--- src/rtl/matmul_operand_feeder.sv ---
// rtl/matmul_operand_feeder.sv - operand staging and diagonal skew feeder for a systolic multiply array
//
// Holds operand matrices A and B (one bus word per row write). A start pulses
// an accumulator clear, then streams skewed A lanes (array left edge) and
// B lanes (array top edge) one step per cycle, then pulses done.
//
// Optional build macro: MATMUL_FEEDER_TRANSPOSE_B_EN
//   defined   : B writes are column-wise (element e of wr_data_i -> B[e][wr_row_i])
//   undefined : B writes are row-wise    (element e of wr_data_i -> B[wr_row_i][e])
//
// Ports:
//   clk_i      in   clock, rising edge
//   rst_ni     in   synchronous active-low reset
//   wr_en_i    in   operand write strobe (honoured in IDLE/DONE only)
//   wr_sel_i   in   0 = A, 1 = B
//   wr_row_i   in   row (or B column when transposed) index
//   wr_data_i  in   element e at [e*DATA_WIDTH +: DATA_WIDTH]
//   start_i    in   begin a feed sequence (IDLE only)
//   n_dim_i    in   N-1, active a lanes
//   k_dim_i    in   K-1, inner dimension
//   m_dim_i    in   M-1, active b lanes
//   a_o        out  lane i -> array row i
//   b_o        out  lane j -> array column j
//   valid_o    out  a_o/b_o carry a feed step
//   clr_o      out  accumulator clear pulse
//   busy_o     out  high in CLEAR and FEED
//   done_o     out  pulse after the last feed step

module matmul_operand_feeder #(
   parameter  int DATA_WIDTH = 16,
   parameter  int BUS_WIDTH  = 64,
   localparam int MAX_DIM    = BUS_WIDTH / DATA_WIDTH,
   localparam int DIM_W      = $clog2(MAX_DIM)
) (
   input  logic                 clk_i,
   input  logic                 rst_ni,
   input  logic                 wr_en_i,
   input  logic                 wr_sel_i,
   input  logic [DIM_W-1:0]     wr_row_i,
   input  logic [BUS_WIDTH-1:0] wr_data_i,
   input  logic                 start_i,
   input  logic [DIM_W-1:0]     n_dim_i,
   input  logic [DIM_W-1:0]     k_dim_i,
   input  logic [DIM_W-1:0]     m_dim_i,
   output logic [BUS_WIDTH-1:0] a_o,
   output logic [BUS_WIDTH-1:0] b_o,
   output logic                 valid_o,
   output logic                 clr_o,
   output logic                 busy_o,
   output logic                 done_o
);

   // Feed steps run 0 .. K+MAX_DIM-2, at most 2*MAX_DIM-2.
   localparam int STEP_W = $clog2(2 * MAX_DIM);

   typedef enum logic [1:0] {
      S_IDLE,
      S_CLEAR,
      S_FEED,
      S_DONE
   } state_t;

   state_t                state;
   logic [STEP_W-1:0]     t;
   logic [DIM_W-1:0]      n_lat;
   logic [DIM_W-1:0]      k_lat;
   logic [DIM_W-1:0]      m_lat;
   logic [DATA_WIDTH-1:0] a_mem [MAX_DIM][MAX_DIM];
   logic [DATA_WIDTH-1:0] b_mem [MAX_DIM][MAX_DIM];

   logic [STEP_W-1:0]     last_step;
   logic [STEP_W-1:0]     nxt_step;
   logic [BUS_WIDTH-1:0]  a_nxt;
   logic [BUS_WIDTH-1:0]  b_nxt;

   assign last_step = STEP_W'(k_lat) + STEP_W'(MAX_DIM - 1);

   // Outputs are registered, so lanes are computed for the step that will be
   // presented next cycle: step 0 when leaving CLEAR, otherwise t+1.
   assign nxt_step = (state == S_CLEAR) ? '0 : t + STEP_W'(1);

   always_comb begin
      a_nxt = '0;
      b_nxt = '0;
      for (int i = 0; i < MAX_DIM; i++) begin
         int d;
         d = int'(nxt_step) - i;
         // Signed offset: lanes outside the skew window stay exactly zero.
         if (d >= 0 && d <= int'(k_lat) && i <= int'(n_lat))
            a_nxt[i*DATA_WIDTH +: DATA_WIDTH] = a_mem[i][d[DIM_W-1:0]];
         if (d >= 0 && d <= int'(k_lat) && i <= int'(m_lat))
            b_nxt[i*DATA_WIDTH +: DATA_WIDTH] = b_mem[d[DIM_W-1:0]][i];
      end
   end

   always_ff @(posedge clk_i) begin
      if (!rst_ni) begin
         state   <= S_IDLE;
         t       <= '0;
         n_lat   <= '0;
         k_lat   <= '0;
         m_lat   <= '0;
         a_o     <= '0;
         b_o     <= '0;
         valid_o <= 1'b0;
         clr_o   <= 1'b0;
         busy_o  <= 1'b0;
         done_o  <= 1'b0;
         for (int r = 0; r < MAX_DIM; r++) begin
            for (int c = 0; c < MAX_DIM; c++) begin
               a_mem[r][c] <= '0;
               b_mem[r][c] <= '0;
            end
         end
      end else begin
         // Storage is frozen while a sequence is in flight.
         if (wr_en_i && (state == S_IDLE || state == S_DONE)) begin
            for (int e = 0; e < MAX_DIM; e++) begin
               if (!wr_sel_i)
                  a_mem[wr_row_i][e] <= wr_data_i[e*DATA_WIDTH +: DATA_WIDTH];
               else
`ifdef MATMUL_FEEDER_TRANSPOSE_B_EN
                  b_mem[e][wr_row_i] <= wr_data_i[e*DATA_WIDTH +: DATA_WIDTH];
`else
                  b_mem[wr_row_i][e] <= wr_data_i[e*DATA_WIDTH +: DATA_WIDTH];
`endif
            end
         end

         case (state)
            S_IDLE: begin
               done_o <= 1'b0;
               if (start_i) begin
                  n_lat  <= n_dim_i;
                  k_lat  <= k_dim_i;
                  m_lat  <= m_dim_i;
                  clr_o  <= 1'b1;
                  busy_o <= 1'b1;
                  state  <= S_CLEAR;
               end
            end
            S_CLEAR: begin
               clr_o   <= 1'b0;
               valid_o <= 1'b1;
               a_o     <= a_nxt;
               b_o     <= b_nxt;
               t       <= '0;
               state   <= S_FEED;
            end
            S_FEED: begin
               if (t == last_step) begin
                  valid_o <= 1'b0;
                  a_o     <= '0;
                  b_o     <= '0;
                  busy_o  <= 1'b0;
                  done_o  <= 1'b1;
                  state   <= S_DONE;
               end else begin
                  t   <= nxt_step;
                  a_o <= a_nxt;
                  b_o <= b_nxt;
               end
            end
            S_DONE: begin
               done_o <= 1'b0;
               state  <= S_IDLE;
            end
            default: state <= S_IDLE;
         endcase
      end
   end

endmodule

--- config.mk ---
export PLATFORM = sky130hd
export DESIGN_NAME = matmul_operand_feeder
export DESIGN_NICKNAME = d
export VERILOG_FILES = /design/src/rtl/matmul_operand_feeder.sv
export SDC_FILE = /design/constraint.sdc
export NUM_CORES = 1
export LEC_CHECK = 0
export BUFFER_PORTS_ARGS = -buffer_cell sky130_fd_sc_hd__buf_2
export CAP_MARGIN = 40
export CELL_PAD_IN_SITES_DETAIL_PLACEMENT = 2
export CELL_PAD_IN_SITES_GLOBAL_PLACEMENT = 2
export CORE_AREA = 2 2 249 251
export DETAILED_ROUTE_END_ITERATION = 6
export DIE_AREA = 0 0 251 253
export PLACE_DENSITY_LB_ADDON = 0.08
export SLEW_MARGIN = 20
export SYNTH_ARGS = -nofsm -noshare
export SYNTH_HDL_FRONTEND = slang
export SYNTH_SLANG_ARGS = --single-unit
--- constraint.sdc ---
create_clock -name clk_i -period 14.9 [get_ports clk_i]
set_input_delay 0.745 -clock clk_i [delete_from_list [all_inputs] [get_ports clk_i]]
set_output_delay 0.745 -clock clk_i [all_outputs]
set_load 0.02 [all_outputs]
==> out/summary.json <==
{
  "cts_repair_resize_count": 0,
  "postSynth.topFlopCell": "sky130_fd_sc_hd__edfxtp_1",
  "wl_per_cell_um": 30.5,
  "detailed_place.area_um2": 29800,
  "net-switching-power_mw": 1.78,
  "detail_route.iter0.violations": 1550,
  "final-hold-violation-count": 0,
  "timing.hold.worst.class": "primary input to flip-flop",
  "synth_enable_flop_cells": 512,
  "seq_area_frac_synth_pct": 65.7,
  "clkSinkCount": 655,
  "grt_antenna_before_repair": 22,
  "floorplan.initialDensity_pct": 45.5,
  "coreArea_um2": 61000,
  "finish.cell_count_without_fillers": 3095,
  "arrival_ns": 5.54,
  "critical_path.reg2reg.endpoint": "b_o[28]",
  "synth-async-reset-ratio_pct": 0,
  "multi_input_comb_area_um2": 8800,
  "proportion_of_total_power_due_to_net_switching_pct": 32.7,
  "run_status": "finished clean",
  "p_int_mw": 3.67,
  "power.share.combinational_pct": 28.1,
  "sequentialPowerShare_pct": 39.8,
  "hold_endpoint": "k_lat[0]",
  "rsz0062_at_grt": "no",
  "cts-buffers-inserted": 72,
  "worst_setup_hold_path_clk_slew_ns": 0.06,
  "post-cts-setup-buffer-count": 0,
  "critical_path.max_fanout": 50,
  "horizontal_die_dimension_um": 251,
  "power_density_nw_per_um2": 169,
  "place.gp.congestion": 0.754,
  "cts-hold-fix-buffers": 0,
  "dp_cells": 2952,
  "grt_pass1_vias": 19800,
  "die_height_um": 253,
  "rows": 91,
  "timing.setup.critical_path_class": "flip-flop to flip-flop",
  "grt.overflow.total": 0,
  "maxcap_viol_count": 0,
  "critical_path_capture_point_type": "flip-flop",
  "synthToLayoutAreaGrowth_pct": 16.1,
  "holdWs_ns": 0.427,
  "groute.usage.overall_pct": 29.8,
  "max-clock-path-buffers": 3,
  "post_synth_main_area_contributors": "sky130_fd_sc_hd__edfxtp_1, sky130_fd_sc_hd__and2_1, sky130_fd_sc_hd__dfxtp_1",
  "grt_pass1_wl_mm": 136,
  "static_leakage_nw": 12.3,
  "syn_area_um2": 27800,
  "hold_start": "k_dim_i[0]",
  "dp.final_hpwl_mm": 57.7,
  "yosys.area.top_type": "sky130_fd_sc_hd__edfxtp_1",
  "route.vias.total": 18100,
  "syn_inst": 2054,
  "synthDominantCellAreaShare_pct": 55.4,
  "synth.yosys.warnings": 0,
  "detail_route.vias_per_cell": 5.85,
  "worst-endpoint-required_ns": 15.39,
  "sequential_cell_area_um2": 18200,
  "worst-r2r-cell-count": 12,
  "ys_seq_elements": 655,
  "post-route-period-util_pct": 33.9,
  "drc_errors": 0,
  "placement.io_buffers": 208,
  "fin_total_pwr_mw": 5.45,
  "relSlewSlack_pct": 44.4,
  "postLayoutCellArea_um2": 32200,
  "irDropWorstVdd_uv": 99.7,
  "yosys.cell_types.count": 49,
  "tritoncts_clock_tree": "built",
  "slew_violations": 0,
  "post_synth.cell_area_avg_um2": 13.5,
  "post_route_cells_drive_above_1_share_pct": 21.7,
  "postRouteAntennaNets": 0,
  "regToRegSetupSlack_ns": 9.85,
  "final_min_period_ns": 5.05,
  "fp.dieArea_um2": 63500,
  "finalSetupTns_ns": 0,
  "worstMarginPinSlew_ns": 0.834,
  "hold-path-cell-count": 3,
  "layout.filler_cells": 5654,
  "crit_path_start_kind": "flip-flop",
  "synth_nets": 2145,
  "grt_max_degree": 67,
  "nets": 2333,
  "drt_wl_total_mm": 94.4,
  "reg2reg_from": "state[1]",
  "firstDrtPassIters": 5,
  "cts_root_buf": "sky130_fd_sc_hd__clkbuf_16",
  "htree_num_levels": 3,
  "top_level_pins": 209,
  "fmax_ghz": 0.198,
  "clock_insertion_delay_worst_skew_ns": 0.62,
  "setup-violations-final": 0,
  "clkPwrFrac_pct": 32.1,
  "final_worst_clock_skew_ns": 0.0279
}
-- layer usage --
| metal | vias to the layer above | share of wire [%] | track usage, % |
|---|---|---|---|
| met1 | 9550 | 40 | 38.3 |
| met5 | - | 0.089 | 0 |
| met2 | 610 | 51 | 51.5 |
| met4 | 12 | 3.1 | 10.7 |
| li1 | 7774 | - | - |
| met3 | 153 | 6.0 | 4.47 |
-- cell usage after synthesis, drive strengths merged, types with 2 or more instances --
cell,count
a211o,14
a21boi,13
a21oi,18
and2,513
buf,31
clkbuf,112
dfxtp,143
edfxtp,512
ha,14
inv,76
mux2,50
mux2i,4
mux4,64
nand2,147
nand2b,6
nand3,10
nand3b,15
nor2,23
nor2b,20
nor3,3
o2111ai,2
o21ai,50
o22a,50
o22ai,50
o31ai,82
o41ai,14
or3,2
xor2,3
-- registers in the layout, indices dropped and copies added, names as in the netlist --
name / count
done_o: 1
m_lat: 2
t: 3
state: 2
a_mem: 256
n_lat: 2
valid_o: 1
a_o: 64
b_mem: 256
b_o: 64
clr_o: 1
busy_o: 1
k_lat: 2
-- metrics by stage --
step           worst slack [ns]  utilization, %
6_report                   9.85            52.8
5_1_grt                    9.64            52.8
2_1_floorplan              8.40               -
4_1_cts                    9.83            52.6
3_3_place_gp               9.63            48.5
3_5_place_dp               9.85            48.8
-- layout make-up --
type / instances / share of cell area [%]
Clock inverter: 20 / 0.489
Tap cell: 790 / 3.07
Timing Repair Buffer: 257 / 5.10
Antenna cell: 5 / 0.0388
Inverter: 76 / 0.893
Multi-Input combinational cell: 1180 / 27.3
Sequential cell: 655 / 56.6
Clock buffer: 112 / 6.54
-- critical path: stages, from the launching register on --
cell and delay, ns:
sky130_fd_sc_hd__dfxtp_1 0.33, sky130_fd_sc_hd__inv_1 0.10, sky130_fd_sc_hd__ha_2 0.60, sky130_fd_sc_hd__buf_4 0.68, sky130_fd_sc_hd__and2b_1 0.32, sky130_fd_sc_hd__inv_1 0.13, sky130_fd_sc_hd__ha_2 0.44, sky130_fd_sc_hd__ha_1 0.39
sky130_fd_sc_hd__mux2i_1 0.26, sky130_fd_sc_hd__a31oi_1 0.06, sky130_fd_sc_hd__or4b_2 0.95, sky130_fd_sc_hd__buf_16 0.27, sky130_fd_sc_hd__o31ai_1 0.33
-- cells in the final DEF (no fill, tap or decap), drive strengths merged, types with 64 or more instances in the layout --
master,n
edfxtp,512
and2,513
buf,257
inv,78
dfxtp,143
nand2,147
mux4,64
o31ai,82
clkbuf,112
-- cells by family (layout without fill, tap and decap cells) --
group	Yosys count	count (layout)	share of synthesized area, %
other	0	5	0
DFF	655	655	65.7
AOI/OAI and AO/OA	298	298	7.64
adders and majority gates	14	14	0.631
xor gates and xnor gates	4	4	0.126
buffers and inverters	219	465	3.20
and+or+nand+nor	746	746	15.3
muxes	118	118	7.36
-- power groups by stage --
stage | Sequential, mW | Combinational (mW) | Clock (mW)
after global routing | 2.18 | 1.64 | 1.84
after global placement | 2.19 | 1.41 | 0
after CTS | 2.17 | 1.53 | 1.78
after detailed placement | 2.21 | 1.51 | 0
final | 2.17 | 1.53 | 1.75
after floorplan | 2.23 | 0.944 | 0
-- how the worst max path moves through the flow --
stage                   from     endpoint  slack, ns  cells after the start
CTS                 state[1]      b_o[28]       9.83                     12
floorplan             rst_ni  a_mem[1][0]       8.40                      5
detailed placement  state[1]      b_o[28]       9.85                     12
finish              state[1]      b_o[28]       9.85                     12
global placement    state[1]      b_o[31]       9.63                     11
global route        state[1]      b_o[28]       9.64                     12
(Power assumes the default switching activity.)
